`src/rtl/scarv_soc_bram_initiator.sv`:
```
// Bridge from a req/gnt + recv/ack word port onto a single-port SoC BRAM.
// Requests inside the BASE/SIZE window drive the BRAM port in the accept
// cycle. The response (read data or error) is presented the following cycle
// and held until acked. Out-of-window requests never touch the BRAM and
// return an error response.
//
// Ports:
//   clka, rsta    clock, synchronous active-high reset
//   mem_req/gnt   request handshake (gnt is combinational)
//   mem_wen       1 = write, 0 = read
//   mem_strb      byte write strobes (writes only)
//   mem_addr      byte address, bits [1:0] ignored
//   mem_wdata     write data
//   mem_recv/ack  response handshake
//   mem_error     error flag, valid with mem_recv
//   mem_rdata     read data, valid with mem_recv
//   bram_*        native BRAM port, read data one cycle after bram_en
module scarv_soc_bram_initiator #(
    parameter logic [31:0] BASE = 32'h0000_0000,
    parameter int unsigned SIZE = 1024,
    parameter int unsigned AW   = 14
) (
    input  logic          clka,
    input  logic          rsta,
    input  logic          mem_req,
    output logic          mem_gnt,
    input  logic          mem_wen,
    input  logic [3:0]    mem_strb,
    input  logic [31:0]   mem_addr,
    input  logic [31:0]   mem_wdata,
    output logic          mem_recv,
    input  logic          mem_ack,
    output logic          mem_error,
    output logic [31:0]   mem_rdata,
    output logic          bram_en,
    output logic [3:0]    bram_we,
    output logic [AW-1:0] bram_addr,
    output logic [31:0]   bram_wdata,
    input  logic [31:0]   bram_rdata
);

    localparam logic [0:0] ST_IDLE = 1'b0;
    localparam logic [0:0] ST_RSP  = 1'b1;

    logic [0:0]  state;
    logic [0:0]  state_nxt;
    logic        rsp_err;
    logic        rsp_err_nxt;
    logic        rsp_wr;
    logic        rsp_wr_nxt;

    logic        accept;
    logic        in_range;
    logic [32:0] addr_ext;
    logic [32:0] offset;

    // State and response-attribute registers.
    always_ff @(posedge clka) begin
        if (rsta) begin
            state   <= ST_IDLE;
            rsp_err <= 1'b0;
            rsp_wr  <= 1'b0;
        end else begin
            state   <= state_nxt;
            rsp_err <= rsp_err_nxt;
            rsp_wr  <= rsp_wr_nxt;
        end
    end

    // Next-state, handshake and BRAM port logic.
    always_comb begin
        state_nxt   = state;
        rsp_err_nxt = rsp_err;
        rsp_wr_nxt  = rsp_wr;
        mem_gnt     = 1'b0;
        accept      = 1'b0;
        bram_en     = 1'b0;
        bram_we     = 4'b0000;
        mem_recv    = 1'b0;
        mem_error   = 1'b0;
        mem_rdata   = 32'h0;

        // 33-bit window check so addresses near the top of the map cannot wrap.
        addr_ext = {1'b0, mem_addr};
        offset   = addr_ext - {1'b0, BASE};
        in_range = (addr_ext >= {1'b0, BASE}) && (offset < 33'(SIZE));

        // A new request may only replace a response that is being acked now.
        mem_gnt = mem_req && !rsta && ((state == ST_IDLE) || mem_ack);
        accept  = mem_req && mem_gnt;

        bram_en    = accept && in_range;
        bram_we    = (accept && in_range && mem_wen) ? mem_strb : 4'b0000;
        bram_addr  = {mem_addr[AW-1:2] - BASE[AW-1:2], 2'b00};
        bram_wdata = mem_wdata;

        case (state)
            ST_IDLE: begin
                if (accept) begin
                    state_nxt = ST_RSP;
                end
            end
            ST_RSP: begin
                if (mem_ack && !accept) begin
                    state_nxt = ST_IDLE;
                end
            end
            default: begin
                state_nxt = ST_IDLE;
            end
        endcase

        if (accept) begin
            rsp_err_nxt = !in_range;
            rsp_wr_nxt  = mem_wen;
        end

        // BRAM is not re-enabled while stalled, so bram_rdata holds by itself.
        if (state == ST_RSP) begin
            mem_recv  = 1'b1;
            mem_error = rsp_err;
            mem_rdata = (!rsp_wr && !rsp_err) ? bram_rdata : 32'h0;
        end
    end

endmodule

```
`config.mk`:
```
export PLATFORM = sky130hd
export DESIGN_NAME = scarv_soc_bram_initiator
export DESIGN_NICKNAME = d
export VERILOG_FILES = /design/src/rtl/scarv_soc_bram_initiator.sv
export SDC_FILE = /design/constraint.sdc
export NUM_CORES = 1
export LEC_CHECK = 0
export ABC_AREA = 0
export ABC_CLOCK_PERIOD_IN_PS = 3600
export CAP_MARGIN = 20
export CORE_MARGIN = 5
export CORE_UTILIZATION = 19
export DETAILED_ROUTE_END_ITERATION = 10
export PLACE_DENSITY = 0.95
export SYNTH_ARGS = -nofsm -noshare
export SYNTH_HDL_FRONTEND = slang
export SYNTH_SLANG_ARGS = --single-unit
```
`constraint.sdc`:
```
create_clock -name clka -period 3.6 [get_ports clka]
set_clock_uncertainty 0.1 [all_clocks]
set_input_delay 0.72 -clock clka [delete_from_list [all_inputs] [get_ports clka]]
set_output_delay 0.72 -clock clka [all_outputs]
set_load 0.05 [all_outputs]
```
**Word level (Yosys, flattened, before mapping)**

Index checks and enable logic that the tools add are counted.

- Flip-flop bits (word level): 3
- Input port bits: 105
- Output and inout port bits: 86
- Logic and storage cells: 26

- Magnitude comparators: 1
- Mux-type cells: 8
- Bitwise logic cells: 1
- Reductions and logical operators: 13

Operators by type and width:

| kind | count |
|---|---|
| 2-to-1 mux 32 bit | 2 |
| less-than comparator 32 x 11 -> 1 bit, second input constant | 1 |
| logical AND 1 bit | 7 |
| zero test 1 bit | 5 |
| 2-to-1 mux 1 bit | 4 |
| 2-to-1 mux 4 bit | 1 |
| case mux 1 bit (2 select lines) | 1 |
| logical OR 1 bit | 1 |
| inverter 1 bit | 1 |

**Longest topological paths before layout**

Gate-level depths: netlist (run 1).

- Depth after elaboration: 8
- Depth in mapped cells: 4
- Depth with buffers taken out: 3

**Least setup slack after synthesis (run 1)**

OpenSTA, ideal clock, no wires.

- Path kind: input to output
- From: input mem_req
- To: output bram_we[0]
- Arrival time: 2.795 ns
- Required time: 2.780 ns
- Path slack: -0.015 ns
- Stages on the path: 4
- Buffers on the path: 1
- Cell sequence: inv_2 or3_4 buf_6 nor4_1

- Word-level cells in the longest chain between the ends: 6

RTL lines:

| what | line | text |
|---|---|---|
| start, declared | 25 | `input logic mem_req,` |
| logical AND 1 bit (2 in a row) | 89 | `mem_gnt = mem_req && !rsta && ((state == ST_IDLE) \|\| mem_ack);` |
| logical AND 1 bit (*) | 90 | `accept = mem_req && mem_gnt;` |
| logical AND 1 bit (*) (2 in a row) | 93 | `bram_we = (accept && in_range && mem_wen) ? mem_strb : 4'b0000;` |
| 2-to-1 mux 4 bit (*) | 93 |  |
| end, declared | 36 | `output logic [3:0] bram_we,` |

Mark *: on every way between the ends. The rest lies on a longest branch, timed or not.

**Worst setup path after layout (run 1)**

- From: input mem_addr[13]
- To: output bram_we[3]

- Word-level cells in the longest chain between the ends: 4

RTL lines:

| what | line | text |
|---|---|---|
| start, declared | 29 | `input logic [31:0] mem_addr,` |
| less-than comparator 32 x 11 -> 1 bit | 86 | `in_range = (addr_ext >= {1'b0, BASE}) && (offset < 33'(SIZE));` |
| logical AND 1 bit (2 in a row) | 93 |  |
| 2-to-1 mux 4 bit | 93 |  |

Every way passes these cells.

==> out/qor.yml, run 1 <==
floorplanning:
  core_area_um2: 4260
  rows: 24
  dieArea_um2: 5750
  die_x_um: 75.8
  initial_core_util_pct: 19.3
  die_h_um: 75.8
  io_pins: 191
timing:
  relSlewSlack_pct: 58.1
  hold_viol_final: 0
  fin_crit_ns: 3.43
  tns_ns: 0
  timing.fmax_mhz: 292
  slew_viol_final: 0
  finalSetupViolations: 0
  period_share_pct: 95.3
  rsz0062_at_grt: "false"
  tightest_slew_ns: 0.622
logic_synthesis:
  synth_edf_count: 0
  synthTopCellsByArea: "buf_4, and2_1, dfxtp_1"
  seq_area_frac_synth_pct: 7.29
  syn_area_um2: 823
  yosys_warnings: 0
  synth.largest_area_cell: "buf_4"
  yosys.cell_types.count: 23
  synth_top_cell_area_share_pct: 41.9
  ys_seq_elements: 3
  syn_inst: 117
  syn_area_per_cell_um2: 7.04
  synth-async-reset-ratio_pct: 0
  ys.flop_type: "dfxtp_1"
power:
  sw_frac_of_total_pct: 37.9
  clockPowerShare_pct: 27.9
  intPower_mw: 0.216
  ir_worst_vdd_v: 0.000111
  power_frac_comb_pct: 61.1
  total_power_mw: 0.349
  power_density_nw_per_um2: 207
  p_leak_nw: 0.629
  power.switching_mw: 0.132
  seqPwrFrac_pct: 11.0
final_layout:
  fillerInstances: 434
  drive_above_1_share_pct: 7.82
  fin_cells: 231
  seqCellArea_um2: 60.1
  diodes: 0
  multi_input_area_um2: 392
  layout.nets: 285
  final_util_pct: 39.5
  syn2layout_area_growth_pct: 105
route:
  first_iter_violations: 11
  route.detailed.wl_per_inst_um: 13.7
  wl_mm: 3.16
  drt_first_pass_iters: 2
  antenna_left: 0
  drc: 0
  via_per_inst: 4.00
  vias: 923
place:
  io_buffers: 106
  dpl.cell_count: 227
  dp_hpwl_mm: 2.83
  place_congestion: 0.718
grt:
  overflow: 0
  antenna_found_initial: 0
  grt_pass1_wl_mm: 4.09
  grt_start_max_net_pins: 33
  grt_pass1_vias: 898
  grt_usage_pct: 9.34
worst_setup_path:
  crit_path_top_delay_cell: "nor4_1"
  arrival_ns: 2.61
  cp_cell_sequence: "clkdlybuf4s50_1 > nor4_1 > nand4_1 > nor4_1 > buf_12"
  cp.required_ns: 2.78
  critPathKind: "in -> out"
  start_kind: "input port"
  crit_path_end_kind: "primary output"
  crit_path_frequent_cell: "nor4_1"
  cp_max_fo: 6
  max_stage_delay_ns: 0.64
flow_run:
  cap_viol_max_count: 0
clocking:
  clockBufferDepth: 2
  holdBufCountCts: 0
  cts_resized: 0
  ctsHtreeMaxLevel: 1
  clock-sinks: 3
  cts_tree: "built"
  clkLatencyLatePin_ns: 0.21
  post_cts_buffers: 0
  cts_buffers: 3
  clock-root-buffer: "clkbuf_8"
  cts.clk_slew.worst_paths_ns: 0.03
run_status:
  status: "finished, final reports clean"
worst_hold_path:
  hold_path.class: "reg -> reg"
flip-flops by register name, indices dropped and copies added (netlist names):
register  count
rsp_wr        1
rsp_err       1
state         1
cells in the mapped netlist (2+ instances only):
master,count
buf_4,46
and2_1,33
nor4_1,9
nand2_1,5
clkbuf_1,3
dfxtp_1,3
a21oi_1,2
metal layers:
metal	global-route usage (%)	up-vias	share of wire, %
li1	-	452	-
met1	8.65	408	28
met2	16.8	47	56
met3	4.49	16	13
met4	4.85	0	3.2
met5	0	-	0
power by group through the flow:
stage | clock network (mW) | logic (mW) | registers (mW)
detailed placement | 0 | 0.214 | 0.0387
CTS | 0.100 | 0.215 | 0.0382
finish | 0.0972 | 0.213 | 0.0382
global route | 0.104 | 0.224 | 0.0385
global placement | 0 | 0.212 | 0.0385
floorplan | 0 | 0.226 | 0.0407
worst max-delay path, delay by kind of cell:
kind                   cells  cell delay (ns)
buffers and inverters      2             0.65
and+or+nand+nor            3             1.24
placed cells by master, fill, tap and decap left out, drive strengths merged, types with 2 or more instances in the layout:
| master | n |
|---|---|
| clkdlybuf4s50 | 100 |
| and2 | 33 |
| nor4 | 9 |
| buf | 7 |
| nand2 | 5 |
| clkbuf | 4 |
| dfxtp | 3 |
| a21oi | 2 |
| conb | 2 |
| inv | 2 |
cell type report:
class	instances	share of cell area, %
well taps	52	3.86
multi-input cells	63	23.2
inverters	2	0.445
flip-flops and latches	3	3.56
repair buffers	107	66.2
clock buffers	4	2.67
kinds of logic after synthesis:
family | Yosys count | share of synthesized area, %
and+or+nand+nor | 56 | 42.9
buffers and inverters | 52 | 45.6
AOI/OAI and AO/OA | 5 | 3.80
DFF | 3 | 7.30
other | 1 | 0.455
path summary, 6_finish.rpt:
| kind | from | to | slack (ns) | cells after the start |
|---|---|---|---|---|
| hold / removal | rsp_wr | rsp_wr | 0.39 | 2 |
| setup reg to reg | state | rsp_err | 2.24 | 3 |
| hold reg to reg | rsp_wr | rsp_wr | 0.39 | 2 |
| setup / recovery | mem_addr[13] | bram_we[3] | 0.17 | 5 |
per-stage QoR:
stage | hold slack (ns) | cell area, um^2 | worst slack [ns]
floorplan | 0.359 | 827 | -0.0152
finish | 0.385 | 1690 | 0.171
CTS | 0.387 | 1690 | 0.202
global placement | 0.380 | 1640 | 0.345
global route | 0.431 | 1690 | 0.0848
detailed placement | 0.383 | 1640 | 0.200
No activity file was read; power rests on OpenSTA's default activity.
==> inputs of run 2 (changes only) <==
--- a/config.mk
+++ b/config.mk
@@ -11,7 +11,7 @@
 export CORE_MARGIN = 5
 export CORE_UTILIZATION = 19
 export DETAILED_ROUTE_END_ITERATION = 10
-export PLACE_DENSITY = 0.95
+export PLACE_DENSITY = 0.86
 export SYNTH_ARGS = -nofsm -noshare
 export SYNTH_HDL_FRONTEND = slang
 export SYNTH_SLANG_ARGS = --single-unit
==> run 2 against run 1 <==
Power up 1.1%. Final cell count unchanged. Clock-buffer cell count unchanged. Non-clock buffer count unchanged. First-iteration DRC count up 91%. Maximum frequency up 3.2%. Combinational power about the same. Via count down 4.9%. Design area unchanged. Hold slack better by 0.016 ns. Die area unchanged. Critical path type unchanged. Critical endpoint unchanged. Largest power group unchanged. Highest routed layer unchanged.
==> out/qor.yml, run 2 (synthesized netlist as in run 1, its figures left out) <==
clocking:
  cts.clk_slew.worst_paths_ns: 0.03
  cts_tree: "built"
  cts_resized: 0
  cts_buffers: 3
  clock-root-buffer: "clkbuf_8"
  clockBufferDepth: 2
  holdBufCountCts: 0
  ctsHtreeMaxLevel: 1
  clock-sinks: 3
  clkLatencyLatePin_ns: 0.22
  post_cts_buffers: 0
worst_setup_path:
  cp.required_ns: 2.78
  cp_max_fo: 6
  max_stage_delay_ns: 0.58
  crit_path_frequent_cell: "nor4_1"
  crit_family: "simple AND/OR/NAND/NOR gates"
  reg2regPathDepth: 3
  start_kind: "input port"
  cp_cell_sequence: "clkdlybuf4s50_1 > nor4_1 > nand4_1 > nor4_1 > buf_12"
  crit_path_top_delay_cell: "nor4_1"
  arrival_ns: 2.50
  critPathKind: "in -> out"
  crit_path_end_kind: "primary output"
  crit_buf_inv: 2
  cp.depth: 5
final_layout:
  final_common_cell: "clkdlybuf4s50_1"
  diodes: 0
  layout.nets: 285
  mostFrequentLayoutCells: "clkdlybuf4s50_1, and2_1, nor4_1"
  fin_cells: 231
  reg_top3: "rsp_err x1, rsp_wr x1, state x1"
  syn2layout_area_growth_pct: 105
  drive_above_1_share_pct: 7.82
  fillerInstances: 431
  multi_input_area_um2: 392
  seqCellArea_um2: 60.1
power:
  ir_worst_vdd_v: 0.0000682
  sw_frac_of_total_pct: 38.5
  power_frac_comb_pct: 60.4
  power_density_nw_per_um2: 209
  power.switching_mw: 0.136
  seqPwrFrac_pct: 10.8
  clockPowerShare_pct: 28.8
  total_power_mw: 0.352
  intPower_mw: 0.217
  p_leak_nw: 0.629
floorplanning:
  die_x_um: 75.8
  die_h_um: 75.8
  io_pins: 191
  dieArea_um2: 5750
  initial_core_util_pct: 19.3
  core_area_um2: 4260
  rows: 24
place:
  dp_hpwl_mm: 2.69
  dpl.cell_count: 227
  io_buffers: 106
  place_congestion: 0.712
flow_run:
  cap_viol_max_count: 0
timing:
  finalSetupViolations: 0
  period_share_pct: 92.3
  rsz0062_at_grt: "false"
  relSlewSlack_pct: 62.7
  fin_crit_ns: 3.32
  slew_viol_final: 0
  timing.fmax_mhz: 301
  hold_viol_final: 0
  tightest_slew_ns: 0.555
route:
  wl_mm: 3.03
  vias: 878
  drc: 0
  via_per_inst: 3.80
  route.detailed.wl_per_inst_um: 13.1
  antenna_left: 0
  drt_first_pass_iters: 3
  first_iter_violations: 21
worst_hold_path:
  holdPathStages: 2
  hold_path.class: "reg -> reg"
grt:
  grt_usage_pct: 8.74
  grt_pass1_vias: 807
  antenna_found_initial: 0
  overflow: 0
  grt_pass1_wl_mm: 3.75
  grt_start_max_net_pins: 33
run_status:
  status: "finished, final reports clean"
## run 2: cell counts in the layout (fill, tap and decap cells not counted)
Identical to the previous run, type by type.
## run 2: metrics by stage
step | area [um^2] | utilization, % | hold slack (ns) | TNS (ns) | setup WS (ns)
floorplan | 827 | - | 0.359 | -0.0606 | -0.0152
global placement | 1640 | 38.5 | 0.380 | 0 | 0.329
detailed placement | 1640 | 38.5 | 0.407 | 0 | 0.247
CTS | 1690 | 39.5 | 0.411 | 0 | 0.247
global route | 1690 | 39.5 | 0.429 | 0 | 0.134
finish | 1690 | 39.5 | 0.401 | 0 | 0.277
## run 2: worst paths after layout
path                                    from         end  slack [ns]
worst max register to register         state     rsp_err        2.26
worst max-delay path            mem_addr[24]  bram_we[3]        0.28
worst min-delay path                  rsp_wr      rsp_wr        0.40
worst min register to register        rsp_wr      rsp_wr        0.40
## run 2: layer usage
layer | up-vias | wire length, um | share of wire [%] | GRT usage (%)
met1 | 369 | 976 | 32 | 8.80
met3 | 7 | 370 | 12 | 4.35
li1 | 452 | - | - | -
met5 | - | 0 | 0 | 0
met2 | 50 | 1620 | 53 | 14.8
met4 | 0 | 65 | 2.1 | 4.47
## run 2: layout make-up
class | instances | share of cell area [%]
timing repair buffer | 107 | 66.2
multi-input combinational | 63 | 23.2
sequential | 3 | 3.56
tap | 52 | 3.86
clock buffer | 4 | 2.67
inverter | 2 | 0.445
## run 2: worst min-delay path: stages (launching register included)
cell     delay [ns]
dfxtp_1        0.31
o21ai_0        0.08
a21oi_1        0.06
## run 2: power by group through the flow
stage	Sequential, mW	Clock, mW	Combinational, mW
after global placement	0.0386	0	0.212
after floorplan	0.0407	0	0.226
final	0.0381	0.101	0.213
after CTS	0.0382	0.105	0.215
after detailed placement	0.0386	0	0.214
after global routing	0.0383	0.107	0.223
